## src/rtl/flag_reg_shadow.sv

```systemverilog
// C/Z flag register with a LIFO shadow stack. Interrupt entry pushes the flags,
// and RETIE pops them. Sticky overflow and underflow flags record stack misuse.
module flag_reg_shadow #(
    parameter int DEPTH = 4,
    parameter int PTR_W = $clog2(DEPTH + 1)
) (
    input  logic             CLK,
    input  logic             RST_N,
    input  logic             C_IN,
    input  logic             Z_IN,
    input  logic             FLG_C_SET,
    input  logic             FLG_C_CLR,
    input  logic             FLG_C_LD,
    input  logic             FLG_Z_LD,
    input  logic             FLG_LD_SEL,
    input  logic             FLG_SHAD_PUSH,
    input  logic             FLG_SHAD_POP,
    input  logic             FLG_ERR_CLR,
    output logic             C_FLAG,
    output logic             Z_FLAG,
    output logic [PTR_W-1:0] SHAD_DEPTH,
    output logic             SHAD_OVF,
    output logic             SHAD_UNF
);

    localparam logic [PTR_W-1:0] DEPTH_MAX = PTR_W'(DEPTH);
    localparam logic [PTR_W-1:0] ONE       = PTR_W'(1);

    logic             c_r;
    logic             z_r;
    logic [PTR_W-1:0] depth_r;
    logic             ovf_r;
    logic             unf_r;
    logic [1:0]       stack_r [DEPTH];

    logic             full_s;
    logic             empty_s;
    logic [1:0]       top_s;
    logic             src_c_s;
    logic             src_z_s;
    logic             c_nxt_s;
    logic             z_nxt_s;
    logic [PTR_W-1:0] depth_nxt_s;
    logic             wr_en_s;
    logic [PTR_W-1:0] wr_ptr_s;
    logic             ovf_evt_s;
    logic             unf_evt_s;
    logic             ovf_nxt_s;
    logic             unf_nxt_s;

    assign full_s  = (depth_r == DEPTH_MAX);
    assign empty_s = (depth_r == {PTR_W{1'b0}});

    // Stack top lookup from current state; an empty stack reads as {0,0}.
    always_comb begin
        top_s = 2'b00;
        for (int i = 0; i < DEPTH; i++) begin
            top_s = (depth_r == PTR_W'(i + 1)) ? stack_r[i] : top_s;
        end
    end

    // Stack pointer, write target and error events for this cycle.
    always_comb begin
        depth_nxt_s = depth_r;
        wr_en_s     = 1'b0;
        wr_ptr_s    = depth_r;
        ovf_evt_s   = 1'b0;
        unf_evt_s   = 1'b0;
        case ({FLG_SHAD_PUSH, FLG_SHAD_POP})
            2'b10: begin
                if (full_s) begin
                    ovf_evt_s = 1'b1;
                end else begin
                    wr_en_s     = 1'b1;
                    depth_nxt_s = depth_r + ONE;
                end
            end
            2'b01: begin
                if (empty_s) begin
                    unf_evt_s = 1'b1;
                end else begin
                    depth_nxt_s = depth_r - ONE;
                end
            end
            2'b11: begin
                // Push plus pop replaces the top in place; on an empty stack it is a plain push.
                wr_en_s = 1'b1;
                if (empty_s) begin
                    depth_nxt_s = depth_r + ONE;
                end else begin
                    wr_ptr_s = depth_r - ONE;
                end
            end
            default: begin
                depth_nxt_s = depth_r;
            end
        endcase
    end

    // Flag next-state: clear beats set beats load; Z only loads.
    always_comb begin
        src_c_s = FLG_LD_SEL ? top_s[1] : C_IN;
        src_z_s = FLG_LD_SEL ? top_s[0] : Z_IN;
        if (FLG_C_CLR) begin
            c_nxt_s = 1'b0;
        end else if (FLG_C_SET) begin
            c_nxt_s = 1'b1;
        end else if (FLG_C_LD) begin
            c_nxt_s = src_c_s;
        end else begin
            c_nxt_s = c_r;
        end
        z_nxt_s   = FLG_Z_LD ? src_z_s : z_r;
        ovf_nxt_s = ovf_evt_s | (ovf_r & ~FLG_ERR_CLR);
        unf_nxt_s = unf_evt_s | (unf_r & ~FLG_ERR_CLR);
    end

    // Flag, depth and sticky error registers.
    always_ff @(posedge CLK or negedge RST_N) begin
        if (!RST_N) begin
            c_r     <= 1'b0;
            z_r     <= 1'b0;
            depth_r <= {PTR_W{1'b0}};
            ovf_r   <= 1'b0;
            unf_r   <= 1'b0;
        end else begin
            c_r     <= c_nxt_s;
            z_r     <= z_nxt_s;
            depth_r <= depth_nxt_s;
            ovf_r   <= ovf_nxt_s;
            unf_r   <= unf_nxt_s;
        end
    end

    // Shadow stack storage saves the pre-edge flags.
    always_ff @(posedge CLK or negedge RST_N) begin
        if (!RST_N) begin
            for (int i = 0; i < DEPTH; i++) begin
                stack_r[i] <= 2'b00;
            end
        end else begin
            for (int i = 0; i < DEPTH; i++) begin
                if (wr_en_s && (wr_ptr_s == PTR_W'(i))) begin
                    stack_r[i] <= {c_r, z_r};
                end
            end
        end
    end

    assign C_FLAG     = c_r;
    assign Z_FLAG     = z_r;
    assign SHAD_DEPTH = depth_r;
    assign SHAD_OVF   = ovf_r;
    assign SHAD_UNF   = unf_r;

endmodule

```

## config.mk

```make
export PLATFORM = sky130hd
export DESIGN_NAME = flag_reg_shadow
export DESIGN_NICKNAME = d
export VERILOG_FILES = /design/src/rtl/flag_reg_shadow.sv
export SDC_FILE = /design/constraint.sdc
export NUM_CORES = 1
export LEC_CHECK = 0
export ABC_AREA = 1
export CORE_MARGIN = 4
export CORE_UTILIZATION = 55
export CTS_CLUSTER_DIAMETER = 200
export DETAILED_ROUTE_END_ITERATION = 8
export HOLD_SLACK_MARGIN = 0.06
export PLACE_DENSITY = 0.89
export SYNTH_ARGS = -nofsm -noshare
export SYNTH_HDL_FRONTEND = slang
export SYNTH_SLANG_ARGS = --single-unit
```

## constraint.sdc

```tcl
create_clock -name CLK -period 4.4 [get_ports CLK]
set_input_delay 0.88 -clock CLK [delete_from_list [all_inputs] [get_ports CLK]]
set_output_delay 0.88 -clock CLK [all_outputs]
set_load 0.01 [all_outputs]
```

-- Yosys cells after proc, flatten, opt, wreduce, memory -nomap -nowiden
Index checks and enable logic that the tools add are counted.
- add/sub/neg operators: 2
- eq/ne operators: 12
- muxes and demuxes: 20
- bitwise logic cells: 5
- reduce and logical (&&, ||, !) cells: 9
- operators by type and width (operator ; count):
    $eq A3 B2 Y1 const B ; 4
    $mux W3 ; 4
    $mux W1 ; 10
    $pmux W3 S3 ; 1
    $mux W2 ; 4
    $eq A3 B1 Y1 const B ; 2
    $logic_not A3 Y1 ; 2
    $reduce_bool A3 Y1 ; 2
    $eq A2 B2 Y1 const B ; 2
    $logic_and A1 B1 Y1 ; 4
    $ne A2 B2 Y1 const B ; 2
    $add A3 B1 Y3 const B ; 1
    $eq A3 B3 Y1 const B ; 1
    $reduce_and A3 Y1 ; 1
    $sub A3 B1 Y3 const B ; 1
    $and A1 B1 Y1 ; 2
    $eq A2 B1 Y1 const B ; 1
    $or A1 B1 Y1 ; 2
    $pmux W1 S2 ; 1
    $not A1 Y1 ; 1
- register bits after elaboration: 15
- input port bits: 12
- output and inout bits: 7
- word-level logic and storage cells: 57

-- Longest topological paths before layout
- depth after elaboration: 9
- depth in mapped cells: 12
- mapped depth without buffers: 12

-- Least setup slack after synthesis
Ideal clock, no wire load.
- kind: input to register
- start: input port FLG_SHAD_PUSH
- end: register depth_r[0] (netlist: SHAD_DEPTH[0])
- arrival time: 1.636 ns
- data required time: 4.271 ns
- setup slack: 2.635 ns
- cell stages on the path: 7
- cells stage by stage: nand2_1 -> inv_1 -> nand2_4 -> o21ai_0 -> nor2_2 -> nand2_1 -> xor2_1
- word-level cells in the longest chain between the ends: 3
- elaborated cells between the ends (all ways): 8
- ends and longest elaborated chain (element ; RTL line ; RTL):
    start: declaration ; 16 ; input logic FLG_SHAD_PUSH,
    $eq A2 B2 Y1 / $eq A2 B1 Y1 (equally long branches) ; 69 ; case ({FLG_SHAD_PUSH, FLG_SHAD_POP})
    $ne A2 B2 Y1 (no line) / $reduce_bool A3 Y1 (equally long branches) ; n/a ;
    $reduce_and A3 Y1 (no line) ; n/a ;
    end signal: assignment ; 123 ; depth_r <= {PTR_W{1'b0}};
    end signal: assignment ; 129 ; depth_r <= depth_nxt_s;
    end: declaration ; 31 ; logic [PTR_W-1:0] depth_r;
Parallel ways exist; a longest one is shown, timed or not.
A chain may end at the register's enable or synchronous reset.

-- Worst setup path after layout
- start: register depth_r[2] (netlist: SHAD_DEPTH[2])
- end: output port SHAD_DEPTH[2]
- RTL lines (element ; RTL line ; RTL):
    end: declaration ; 21 ; output logic [PTR_W-1:0] SHAD_DEPTH,
No word-level cell between the ends.

==> flow_summary_export.csv <==
group,metric,value,unit
outcome,outcome,"completed",
floorplanning,fp.dieH,51.1,µm
place,place_area,1220,µm²
detailed_routing,drtIter0Drc,22,
place,placed_cells,175,
clocking,cts.path.max_buffers,2,
floorplanning,dieArea,2610,µm²
grt,grt_max_degree,16,
detailed_routing,wl_per_cell,12.3,µm
clocking,ctsRootBufferMaster,"clkbuf_4",
detailed_routing,wl_met1,1050,µm
setup_path,critPathMaxFanout,6,
power,seqPwrFrac,32.2,%
detailed_routing,route.detailed.drc,0,
cells_and_area,finalNetCount,173,
setup_path,cp-end-kind,"output pin",
yosys,yosys_warnings,0,
floorplanning,io_pins,19,
cells_and_area,fin_area,1250,µm²
power,p_sw_share,47.7,%
power,leakagePower,0.629,nW
sta,relSlewSlack,55.0,%
setup_path,crit_required,3.52,ns
cells_and_area,antennaDiodeCount,0,
floorplanning,die_x,51.1,µm
power,max-vdd-ir-drop,0.463,mV
detailed_routing,drt-total-wl,2200,µm
place,hpwl,1730,µm
yosys,syn_nets,151,
power,p_clk_share,10.7,%
yosys,avgSynthCellArea,7.70,µm²
run,cap_violations,0,
detailed_routing,routed-via-count,918,
clocking,post_cts_buffers,0,
setup_path,crit_slowest_cell,"clkdlybuf4s50_1",
yosys,synth_cells,133,
cells_and_area,drive_above_1_share,10.4,%
sta,setup_viol,0,
floorplanning,start_util,58.6,%
setup_path,path_buf_inv,1,
clocking,cts-resized-gates,0,
sta,timing.fmax,443,MHz
clocking,htree_levels,1,
yosys,ys_ff_latch,15,
sta,worst_hold_slack,0.479,ns
cells_and_area,final_common_cell,"nand2_1",
setup_path,cpPeakStageDelay,0.59,ns
grt,grt_overflow,0,
setup_path,critPathTopFamily,"buffers and inverters",
clocking,cts_buffers,3,
yosys,ys_types,21,
yosys,syn_area,1020,µm²
cells_and_area,fillerInstances,140,
sta,rsz0062_at_grt,"false",
cells_and_area,layout_common_cells,"nand2_1 (40), clkdlybuf4s50_1 (18), inv_1 (16), dfrtp_1 (15), nor2_1 (12)",
sta,tightest_slew,0.672,ns
detailed_routing,firstDrtPassIters,4,
hold_path,hp-class,"reg2reg",
yosys,yosysSeqAreaShare,36.7,%
sta,fin_crit,2.26,ns
grt,grt_pass1_wl,3840,µm
grt,grt_pass1_vias,871,
power,power_frac_comb,57.1,%
detailed_routing,wl_met3,79,µm
sta,finalHoldViolations,0,
clocking,worstSkewPairLatency,0.29,ns
sta,period_share,51.3,%
power,pwr_density_cell,602,nW/µm²
place,gp_congestion,0.793,
grt,grtUsageTotal,19.6,%
clocking,cts.sinks,15,
cells_and_area,final_cells,179,
grt,antenna_found_initial,0,
setup_path,crit_path_start_kind,"register",
clocking,postCtsHoldBufs,0,
clocking,clk_pin_slew,0.09,ns
floorplanning,coreArea,1750,µm²
power,intPower,0.000394,W
detailed_routing,top_layer_used,"met4",
sta,fin_skew,0.00408,ns
detailed_routing,vias_per_cell,5.13,
floorplanning,rows,15,
sta,drv_slew,0,
power,p_sw,0.000359,W
detailed_routing,dr_wl_met2,1030,µm
setup_path,path_cells,"clkdlybuf4s50_1",
clocking,cts_tree,"done",
setup_path,path_class,"reg2out",
cells_and_area,area_delta_synth_final,22.1,%
detailed_routing,drtAntennaViolNets,0,
setup_path,crit_arrival,1.38,ns
place,numPortBuffers,18,
sta,fin_setup_tns,0,ns
## per-stage QoR
step | worst slack [ns] | util [%] | total power, W
final | 2.14 | 71.6 | 0.000752
after CTS | 2.12 | 71.6 | 0.000753
after floorplan | 2.64 | - | 0.000551
after global routing | 2.08 | 71.6 | 0.000822
after detailed placement | 1.97 | 70.1 | 0.000670
after global placement | 2.03 | 70.1 | 0.000653
## routing by layer
| layer | vias up | GRT usage [%] |
|---|---|---|
| li1 | 469 | - |
| met2 | 21 | 30.0 |
| met1 | 423 | 27.8 |
| met5 | - | 0 |
| met4 | 0 | 6.73 |
| met3 | 5 | 3.50 |
## cells by family after synthesis
kind of cell    Yosys count  share of synthesized area, %
simple gates             76                          35.1
buf+inv                  19                          8.19
flops                    15                          36.7
compound gates           14                          8.68
fa+ha+maj                 6                          7.33
xor+xnor                  3                          4.03
## sequential cells by signal (all words and copies together), names as in the netlist
| register | cells |
|---|---|
| SHAD_UNF | 1 |
| C_FLAG | 1 |
| stack_r | 8 |
| SHAD_OVF | 1 |
| Z_FLAG | 1 |
| SHAD_DEPTH | 3 |
## power groups by stage
stage	registers, W	clock network, W	logic (W)
floorplan	0.000243	0	0.000308
global placement	0.000243	0	0.000410
detailed placement	0.000245	0	0.000426
CTS	0.000242	0.0000816	0.000430
global route	0.000250	0.0000887	0.000483
finish	0.000242	0.0000805	0.000430
## worst reg2reg max path: stages, from the launching register on
cell and delay (ns):
dfrtp_1 0.46, inv_1 0.24, ha_1 0.29, nand2_4 0.11, nand2_4 0.13, xor2_2 0.26
nand3_1 0.14, nand2_1 0.11, nand2_1 0.07
## synthesized netlist by cell type
cell | count | area [µm²]
a21boi_0 | 1 | 7.51
a21oi_1 | 3 | 15.0
buf_6 | 1 | 11.3
dfrtp_1 | 15 | 375
ha_1 | 6 | 75.1
inv_1 | 16 | 60.1
inv_4 | 2 | 12.5
nand2_1 | 40 | 150
nand2_2 | 1 | 6.26
nand2_4 | 4 | 45.0
nand3_1 | 8 | 40.0
nand3_2 | 1 | 10.0
nand4_1 | 9 | 56.3
nor2_1 | 12 | 45.0
nor2_2 | 1 | 6.26
o21ai_0 | 7 | 35.0
o21ai_2 | 1 | 8.76
o21ai_4 | 1 | 16.3
o22ai_1 | 1 | 6.26
xor2_1 | 1 | 8.76
xor2_2 | 2 | 32.5
## path summary, 6_finish.rpt
check / startpoint / end / slack, ns / cells past startpoint
setup / recovery: SHAD_DEPTH[2] / SHAD_DEPTH[2] / 2.14 / 1
hold / removal: stack_r[6] / stack_r[6] / 0.48 / 2
setup reg to reg: SHAD_DEPTH[0] / stack_r[5] / 2.47 / 8
hold reg to reg: stack_r[6] / stack_r[6] / 0.48 / 2
max in group asynchronous: RST_N / stack_r[1] / 2.98 / 1
min in group asynchronous: RST_N / SHAD_DEPTH[2] / 0.99 / 1
## cell type report
class,instances,area (µm²),share of cell area [%]
clock buffers,4,26.3,2.10
inverters,18,72.6,5.81
multi-input cells,99,564,45.1
flip-flops and latches,15,375,30.0
well taps,25,31.3,2.50
repair buffers,18,180,14.4
Power figures use the tool's default switching activity.
==> RTL edit (same settings) <==
Set the parameter `DEPTH` to 8 (it was 4).
--- a/src/rtl/flag_reg_shadow.sv
+++ b/src/rtl/flag_reg_shadow.sv
@@ -1,7 +1,7 @@
 // C/Z flag register with a LIFO shadow stack. Interrupt entry pushes the flags,
 // and RETIE pops them. Sticky overflow and underflow flags record stack misuse.
 module flag_reg_shadow #(
-    parameter int DEPTH = 4,
+    parameter int DEPTH = 8,
     parameter int PTR_W = $clog2(DEPTH + 1)
 ) (
     input  logic             CLK,
Interface: changed (resized SHAD_DEPTH); port bits go from 19 to 20. No check against the original RTL was run, so the function may have changed too.
==> RTL edit against the unedited design <==
Via count is 46% higher; design area is 43% higher; wire length is 51% higher; core utilization is 1.9 points lower; area after synthesis is 49% higher; sequential share of layout area is 3.5 points higher; sequential cell count is 9 higher; global-route usage is 1.7 points higher; synthesized cell count is 53% higher; hold slack better by 0.028 ns; worst setup slack worse by 0.17 ns; power is 45% higher; critical path type unchanged; largest cell class unchanged.
==> RTL edit: results <==
[run_status]
status = completed

[finish]
drive_above_1_share = 0.1106
largest_register_ffs = 16
non_clock_inverter_count = 31
count_of_multi_input_gates = 148
layout.area.seq_um2 = 600.6
fillers = 210
finalCoreUtilization = 0.6974
layout.clock_buffers = 3
multi_input_area_share = 0.4430
clock_area_frac = 0.02935

[worst_setup_path]
cp_arrival_ns = 1.54
cp_slowest_cell = clkdlybuf4s50_1
max_stage_delay_ns = 0.62
maximum_net_fanout_on_the_critical_path = 9

[placed_design]
portBuffers = 19
placement.cell_area_um2 = 1738
routabilityCongestion = 0.8633
placed_cells_incl_taps = 252
dpl.hpwl_um = 2516

[global_route]
grtUsageMet1 = 0.2861
grt_max_degree = 25
grt_pass1_wl_um = 5761
global_route.usage.met3 = 0.03404
grt.met2_usage = 0.3344
grt.total_usage = 0.2136

[power_and_ir_drop]
pwr.group.sequential_w = 0.000404
fin_total_pwr_w = 0.001095
total_leakage_power_nw = 0.8756
switching_power_w = 0.0004799
clockPowerShare = 0.147
ir_worst_vdd_mv = 0.4593

[synth]
synth_area_per_cell_um2 = 7.458
syn_nets = 223
post_synth_fa_ha_maj_area_fraction = 0.05757
synthTopCellsByArea = dfrtp_1 (39%), nand2_1 (14%), inv_1 (6.9%)
xor_xnor_portion_of_the_synthesized_cell_area = 0.02796
ys_seq_area_frac = 0.3947
synth_top_cells_by_count = nand2_1 (57), inv_1 (28), dfrtp_1 (24), o21ai_1 (18), nor2_1 (14)
yosys.cell_types.count = 29

[clocking]
clock_latency_ns = 0.32
cts.clk_slew.worst_paths_ns = 0.13

[timing]
tightest_slew_ns = 1.071
final.setup_skew_ns = 0.001852

[routing]
routedWlPerCell_um = 12.92
vias = 1344
detailed_router_s_first_iteration_violation_count = 54
post_drt_via_cell_ratio = 5.250

[floorplanning]
taps = 30
[RTL edit: changes by cell type in the layout (fill, tap and decap cells not counted), sizes merged, moves of 2 or more]
cell and change:
nand2 +18, xnor2 +2, nor2 +7, inv +13, nand3 +5, nand4 -8
o21ai +18, dfrtp +9
[RTL edit: metal layers]
metal  vias to the layer above  wire, um
met5                         -         0
met4                         0        68
met3                         5       148
met2                        41      1547
met1                       607      1542
li1                        691         -
[RTL edit: path summary, 6_finish.rpt]
path                                       to  slack (ns)  depth (start not counted)
worst max-delay path            SHAD_DEPTH[2]        1.98                          1
worst min-delay path               stack_r[3]        0.51                          2
worst max register to register     stack_r[7]        2.19                         11
worst min register to register     stack_r[3]        0.51                          2
max in group asynchronous          stack_r[3]        2.64                          1
min in group asynchronous         stack_r[14]        1.12                          1
[RTL edit: worst min-delay path: cells and delay by family (launching register included)]
kind / cells / cell delay, ns
compound gates: 1 / 0.06
flops: 1 / 0.37
simple gates: 1 / 0.05
